[config.mk]
export PLATFORM = sky130hd
export DESIGN_NAME = multiport_mem_ctrl
export DESIGN_NICKNAME = d
export VERILOG_FILES = /design/src/rtl/multiport_mem_ctrl.sv
export SDC_FILE = /design/constraint.sdc
export NUM_CORES = 1
export LEC_CHECK = 0
export BUFFER_PORTS_ARGS = -buffer_cell sky130_fd_sc_hd__buf_4
export CAP_MARGIN = 10
export CORE_AREA = 3 3 198 200
export CTS_BUF_LIST = sky130_fd_sc_hd__clkbuf_16
export DETAILED_ROUTE_END_ITERATION = 7
export DIE_AREA = 0 0 201 203
export PLACE_DENSITY = 0.74
export SYNTH_ARGS = -nofsm -noshare
export SYNTH_HDL_FRONTEND = slang
export SYNTH_SLANG_ARGS = --single-unit
[constraint.sdc]
create_clock -name clk_in -period 24.1 [get_ports clk_in]
set_clock_uncertainty 0.05 [all_clocks]
set_input_delay 1.205 -clock clk_in [delete_from_list [all_inputs] [get_ports clk_in]]
set_output_delay 1.205 -clock clk_in [all_outputs]
set_load 0.02 [all_outputs]
[src/rtl/multiport_mem_ctrl.sv]
// multiport_mem_ctrl: round-robin arbiter for NUM_PORTS burst requesters
// onto the byte-serial RAM/IO bus. Each grant becomes a 1..MAX_BYTES read
// or write burst at consecutive addresses.
// Optional feature macro: MULTIPORT_MEM_CTRL_BACK_TO_BACK_EN -- when defined,
// arbitration also runs in DONE so the next burst starts one cycle earlier.
module multiport_mem_ctrl #(
  parameter int                   NUM_PORTS   = 2,
  parameter int                   BURST_WIDTH = 4,
  parameter logic [NUM_PORTS-1:0] FLUSH_MASK  = 2'b10
) (
  input  logic                                    clk_in,
  input  logic                                    rst_in,
  input  logic                                    rdy_in,
  input  logic                                    io_buffer_full,
  input  logic [7:0]                              mem_din,
  output logic [7:0]                              mem_dout,
  output logic [31:0]                             mem_a,
  output logic                                    mem_wr,
  input  logic [NUM_PORTS-1:0]                    req_valid,
  input  logic [NUM_PORTS-1:0]                    req_write,
  input  logic [32*NUM_PORTS-1:0]                 req_addr,
  input  logic [BURST_WIDTH*NUM_PORTS-1:0]        req_len,
  input  logic [(8<<BURST_WIDTH)*NUM_PORTS-1:0]   req_wdata,
  output logic [NUM_PORTS-1:0]                    req_ready,
  output logic [NUM_PORTS-1:0]                    resp_valid,
  output logic [(8<<BURST_WIDTH)-1:0]             resp_rdata,
  input  logic                                    flush_in
);
  localparam int MAX_BYTES = 1 << BURST_WIDTH;
  localparam int PW        = (NUM_PORTS > 1) ? $clog2(NUM_PORTS) : 1;
`ifdef MULTIPORT_MEM_CTRL_BACK_TO_BACK_EN
  localparam bit B2B = 1'b1;
`else
  localparam bit B2B = 1'b0;
`endif

  typedef enum logic [2:0] {IDLE, RUN_RD, RUN_WR, DRAIN, DONE} state_t;

  typedef struct packed {
    logic [31:0]                addr;
    logic [BURST_WIDTH-1:0]     len;
    logic                       write;
    logic [MAX_BYTES-1:0][7:0]  wdata;
    logic [PW-1:0]              port;
  } req_t;

  state_t                    state, state_d;
  req_t                      cur, greq;
  logic [PW-1:0]             rr_ptr, grant_id;
  logic [BURST_WIDTH-1:0]    k, cap_idx;
  logic                      rd_pend;
  logic [MAX_BYTES-1:0][7:0] rdata_q;
  logic [NUM_PORTS-1:0]      eligible;
  logic                      grant_any, grant, arb_en, run, io_stall, last_byte, flush_kill;

  // A flush hides masked ports from arbitration for that cycle.
  assign eligible  = req_valid & ~({NUM_PORTS{flush_in}} & FLUSH_MASK);
  assign arb_en    = rdy_in && !rst_in && (state == IDLE || (B2B && state == DONE));
  assign grant     = arb_en && grant_any;

  assign run       = (state == RUN_RD) || (state == RUN_WR);
  assign mem_a     = run ? cur.addr + 32'(k) : 32'h0;
  assign io_stall  = (mem_a[17:16] == 2'b11) && io_buffer_full;
  assign mem_wr    = (state == RUN_WR) && rdy_in && !io_stall;
  assign mem_dout  = (state == RUN_WR) ? cur.wdata[k] : 8'h0;
  assign last_byte = (k == cur.len);
  assign flush_kill = flush_in && FLUSH_MASK[cur.port];
  assign resp_rdata = rdata_q;

  // Round-robin search upward from rr_ptr; also gathers the winner's fields.
  always_comb begin
    int idx;
    idx       = 0;
    grant_any = 1'b0;
    grant_id  = '0;
    greq      = '0;
    for (int i = 0; i < NUM_PORTS; i++) begin
      idx = int'(rr_ptr) + i;
      if (idx >= NUM_PORTS) idx = idx - NUM_PORTS;
      if (!grant_any && eligible[idx]) begin
        grant_any = 1'b1;
        grant_id  = PW'(idx);
      end
    end
    greq.addr  = req_addr[32*int'(grant_id) +: 32];
    greq.len   = req_len[BURST_WIDTH*int'(grant_id) +: BURST_WIDTH];
    greq.write = req_write[grant_id];
    greq.wdata = req_wdata[8*MAX_BYTES*int'(grant_id) +: 8*MAX_BYTES];
    greq.port  = grant_id;
  end

  // Per-port grant and completion pulses; both are held off while paused.
  always_comb begin
    req_ready  = '0;
    resp_valid = '0;
    for (int p = 0; p < NUM_PORTS; p++) begin
      req_ready[p]  = grant && (grant_id == PW'(p));
      resp_valid[p] = (state == DONE) && rdy_in && (cur.port == PW'(p));
    end
  end

  // Next-state logic; everything holds while rdy_in is low.
  always_comb begin
    state_d = state;
    if (rdy_in) begin
      case (state)
        IDLE:    if (grant) state_d = greq.write ? RUN_WR : RUN_RD;
        RUN_RD:  if (flush_kill) state_d = IDLE;
                 else if (last_byte) state_d = DRAIN;
        RUN_WR:  if (!io_stall && last_byte) state_d = DONE;
        DRAIN:   state_d = flush_kill ? IDLE : DONE;
        DONE:    if (grant) state_d = greq.write ? RUN_WR : RUN_RD;
                 else state_d = IDLE;
        default: state_d = IDLE;
      endcase
    end
  end

  // State register.
  always_ff @(posedge clk_in or posedge rst_in) begin
    if (rst_in) state <= IDLE;
    else        state <= state_d;
  end

  // Latch the granted request, rotate the pointer and step the byte counter.
  always_ff @(posedge clk_in or posedge rst_in) begin
    if (rst_in) begin
      rr_ptr <= '0;
      cur    <= '0;
      k      <= '0;
    end else if (rdy_in) begin
      if (grant) begin
        cur    <= greq;
        k      <= '0;
        rr_ptr <= (grant_id == PW'(NUM_PORTS-1)) ? '0 : grant_id + 1'b1;
      end else if (state == RUN_RD && !last_byte) begin
        k <= k + 1'b1;
      end else if (mem_wr && !last_byte) begin
        k <= k + 1'b1;
      end
    end
  end

  // Read capture one cycle after an issued address, even if that cycle is
  // paused, so a byte in flight is never dropped. A new grant clears the buffer.
  always_ff @(posedge clk_in or posedge rst_in) begin
    if (rst_in) begin
      rd_pend <= 1'b0;
      cap_idx <= '0;
      rdata_q <= '0;
    end else begin
      rd_pend <= rdy_in && (state == RUN_RD);
      cap_idx <= k;
      if (rd_pend) rdata_q[cap_idx] <= mem_din;
      if (grant)   rdata_q <= '0;
    end
  end
endmodule
Yosys cells after proc, flatten, opt, wreduce, memory -nomap -nowiden:

Cells that the tools add are included.
W data, S select, Z words.

* flip-flop bits (word level): 306
* input port bits: 345
* word-level logic and storage cells: 137

* add/sub/neg operators: 6
* order comparisons: 9
* equal/unequal tests: 9
* shift operators: 3
* multiplexer cells: 37
* bitwise logic cells: 4
* reduce and logical (&&, ||, !) cells: 29

Operators by type and width (number)
* $mux W128: 2
* $shiftx A256 B9 Y128: 1
* $bwmux W128: 1
* $mux W32: 3
* $lt A32 B3 Y1 const B: 2
* $shiftx A64 B7 Y32: 1
* $add A32 B4 Y32: 1
* $bmux W8 S4: 1
* $demux W8 S4: 1
* $mux W8: 3
* $logic_and A1 B1 Y1: 18
* $mux W1: 15
* $mux W3: 5
* $pmux W3 S5: 1
* $mux W4: 3
* $lt A4 B5 Y1 const B: 2
* $shiftx A8 B4 Y4: 1
* $eq A3 B2 Y1 const B: 2
* $add A4 B1 Y4 const B: 1
* $eq A4 B4 Y1: 1
* $ge A4 B1 Y1 const B: 1
* $logic_not A1 Y1: 4
* $lt A1 B2 Y1 const B: 2
* $mux W2: 2
* 21 further kinds: 23

Depth between registers and ports, before layout:

* word-level depth: 14
* depth in mapped cells: 11

Worst setup path after synthesis:

OpenSTA, ideal clock, no wires.

* path kind: register to output
* from: register k[1]
* to: output port mem_a[20]
* arrival time: 2941 ps
* slack: 19904 ps
* stages on the path, launching flop included: 12
* cell sequence: dfrtp_1 -> clkbuf_1 -> clkbuf_1 -> inv_1 -> fa_1 -> nor2b_1 -> nor3_1 -> and4b_1 -> nand4_1 -> or2_2 -> xor2_1 -> nor2_1

* cells in the longest elaborated chain, start to end: 2

RTL lines
* start: declaration: line 50 `logic [BURST_WIDTH-1:0] k, cap_idx;`
* start signal: assignment: line 137 `k <= k + 1'b1;`
* start signal: assignment: line 139 `k <= k + 1'b1;`
* $add A32 B4 Y32: line 62 `assign mem_a = run ? cur.addr + 32'(k) : 32'h0;`
* $mux W32: line 62
* end: declaration: line 17 `output logic [31:0] mem_a,`

Every way passes these cells.

Final worst setup path:

* from: register k[3]
* to: output port mem_a[29]

The elaborated chain is that of the path after synthesis.

==> run_results.csv <==
group,metric,value,unit
drt,viasPerCell,5.14,
timing,slew_violations,0,
drt,dr_total_vias,12476,
outcome,outcome,"finished, final reports clean",
worst_setup_path,max_stage_delay,0.71,ns
power,power,2.19,mW
worst_setup_path,crit_buf_inv,1,
worst_setup_path,critPathLaunch,"k[3]",
min_path,min_from,"cur[127]",
drt,totalWireLength,48000,um
die,die-area,0.0408,mm2
clock_tree,h-tree-depth,2,
power,p_leak,10.2,nW
global_route,grt_pass1_wl,72700,um
drt,drc,0,
min_path,hold_class,"flop to flop",
timing,rsz0062_at_grt,"false",
placement,gp_congestion,0.839,
worst_setup_path,cp_max_fo,13,
drt,drt_first_iter_violations,675,
clock_tree,clkLatencyLatePin,0.49,ns
timing,relSlewSlack,23.2,%
global_route,grt_start_max_net_pins,129,
drt,drt-wirelength-per-cell,19.8,um
finish,finalNetCount,2238,
timing,max_freq,208,MHz
power,power_density,106,mW/mm2
drt,dr.pass1.iters,5,
die,row_count,71,
worst_setup_path,r2r-end,"cur[25]",
clock_tree,clockRootBuffer,"clkbuf_16",
synthesis,yosys_warnings,0,
timing,hold_violations,0,
worst_setup_path,critPathKind,"flop to output port",
min_path,hold_path_end,"cur[127]",
clock_tree,cts_tree,"yes",
timing,worst_slew_pin_slew,1.15,ns
clock_tree,clk_pin_slew,0.06,ns
power,ir_drop,0.0589,mV
synthesis,synth_area,0.0153,mm2
clock_tree,cts_resized,0,
worst_setup_path,critPathSlowestCell,"dfrtp_1",
worst_setup_path,reg2reg_from,"state[0]",
synthesis,synth_top_area_cell,"dfrtp_1",
synthesis,synth_top_area_share,50.2,%
timing,fin_crit,4.80,ns
die,die_w,201,um
finish,area_delta_synth_final,35.2,%
worst_setup_path,cp_cell_sequence,"ha_1, nand3_1, o22a_1, nor4_2, nand2_1, or3_1, a21oi_1, buf_4",
global_route,track_usage,22.7,%
die,start_util,40.6,%
global_route,antenna_found_initial,3,
flow_run,max-cap-violations,0,
global_route,grt_pass1_vias,12583,
synthesis,seq_area_frac_synth,50.2,%
synthesis,synth.net_count,1771,
global_route,grt-ovfl-total,0,
die,fp.dieH,203,um
clock_tree,cts.path.max_buffers,3,
worst_setup_path,regToRegSetupSlack,20.38,ns
clock_tree,cts_hold_buffers,0,
worst_setup_path,endpoint_kind,"output port",
placement,hpwl,35900,um
min_path,whs_path_depth,2,
synthesis,ys_types,57,
clock_tree,postCtsSetupRepairBufs,0,
clock_tree,cts.sinks,306,
synthesis,ys_seq_elements,306,
synthesis,synthCells,1420,
synthesis,async_flop_share,100,%
finish,drive_gt1_share,33.3,%
synthesis,ys.flop_type,"dfrtp_1",
timing,finalCritPeriodShare,19.9,%
synthesis,synth-edff-count,0,
synthesis,syn_avg_cell_area,10.7,um2
worst_setup_path,cp_top_family,"simple AND/OR/NAND/NOR gates",
worst_setup_path,crit_path_start_kind,"flop",
placement,port_buffers,517,
worst_setup_path,reg2reg_depth,6,
worst_setup_path,required,22.84,ns
drt,ant_nets,0,
worst_setup_path,critPathArrivalTime,3.55,ns
timing,finalSetupViolCount,0,
clock_tree,cts_buffers,35,
die,coreArea,0.0376,mm2
timing,fin_setup_tns,0,ns
synthesis,ys_top_cells_by_area,"dfrtp_1, mux2i_1, mux4_2",
die,ios,518,
-- cell usage after synthesis (all sizes together), types with 4 or more instances --
master,instances
inv,8
nor2b,8
and3,5
o21ai,171
nand4,4
ha,5
mux2i,295
clkbuf,74
buf,27
mux4,40
xor2,21
dfrtp,306
and2,12
a21oi,7
nand2b,6
or3,5
xnor2,9
nand2,185
nor3,6
nor4,4
and4,4
nor2,175
nand3,15
-- worst max-delay path by stage --
| stage | endpoint | cells after the start |
|---|---|---|
| floorplan | cap_idx[0] | 1 |
| finish | mem_a[29] | 8 |
| detailed placement | cur[33] | 9 |
| global placement | cur[9] | 9 |
| global route | mem_a[29] | 8 |
| CTS | mem_a[29] | 8 |
-- metal layers --
metal,vias up,global-route usage [%],wire length [um]
met5,-,0,13
met4,2,6.37,1200
met3,76,5.16,3340
met2,470,40.1,24400
met1,6066,28.1,19000
li1,5862,-,-
-- tightest hold or removal path, cell delays in order (launching register included) --
cell and delay (ns):
dfrtp_1 0.34, nand2_1 0.04, o21ai_0 0.06
-- flip-flops by register name (all words and copies together) (netlist names) --
| name | cells |
|---|---|
| rr_ptr | 1 |
| resp_rdata | 128 |
| cap_idx | 4 |
| k | 4 |
| cur | 165 |
| state | 3 |
| rd_pend | 1 |
-- area by class of cell --
class	instances	area, um2
Multi-Input combinational cell	1005	7190
Timing Repair Buffer	531	4000
Antenna cell	2	5.00
Sequential cell	306	7660
Tap cell	511	639
Clock inverter	27	224
Clock buffer	35	876
Inverter	8	37.5
Fill cell	3232	16900
-- logic make-up (layout without fill, tap and decap cells) --
| family | count (synthesis) | count (layout) | share of synthesized area (%) |
|---|---|---|---|
| adders and majority gates | 6 | 6 | 0.541 |
| muxes | 335 | 335 | 25.3 |
| buffers and inverters | 109 | 601 | 2.89 |
| DFF | 306 | 306 | 50.2 |
| xor gates and xnor gates | 30 | 30 | 1.72 |
| other | 0 | 2 | 0 |
| and+or+nand+nor | 438 | 438 | 12.4 |
| AOI/OAI and AO/OA | 196 | 196 | 6.96 |
-- power breakdown --
part	total [mW]	internal (mW)	switching (mW)
Sequential	0.838	0.702	0.137
Clock	0.514	0.306	0.208
Combinational	0.835	0.383	0.452
-- per-stage QoR --
step	instance area, um2	utilization, %	setup slack, ns	hold slack [ns]	std cells
2_1_floorplan	15300	-	14.39	0.349	1420
3_3_place_gp	19500	52.0	19.37	0.406	2361
3_5_place_dp	19500	52.0	19.23	0.415	2361
6_report	20600	54.9	19.30	0.427	2425
5_1_grt	20600	54.9	19.12	0.449	2425
4_1_cts	20600	54.9	19.29	0.429	2423
-- cells in the final DEF, fill, tap and decap left out, types with 6 or more instances in the layout --
cell / count
buf_4: 530
dfrtp_1: 304
mux2i_1: 295
nand2_1: 184
nor2_1: 175
o21ai_0: 169
mux4_2: 40
clkbuf_16: 35
xor2_1: 21
inv_1: 17
nand3_1: 13
and2_1: 12
xnor2_1: 9
nor2b_1: 8
a21oi_1: 7
clkinv_1: 7
nand2b_1: 6
(Power assumes the default switching activity.)
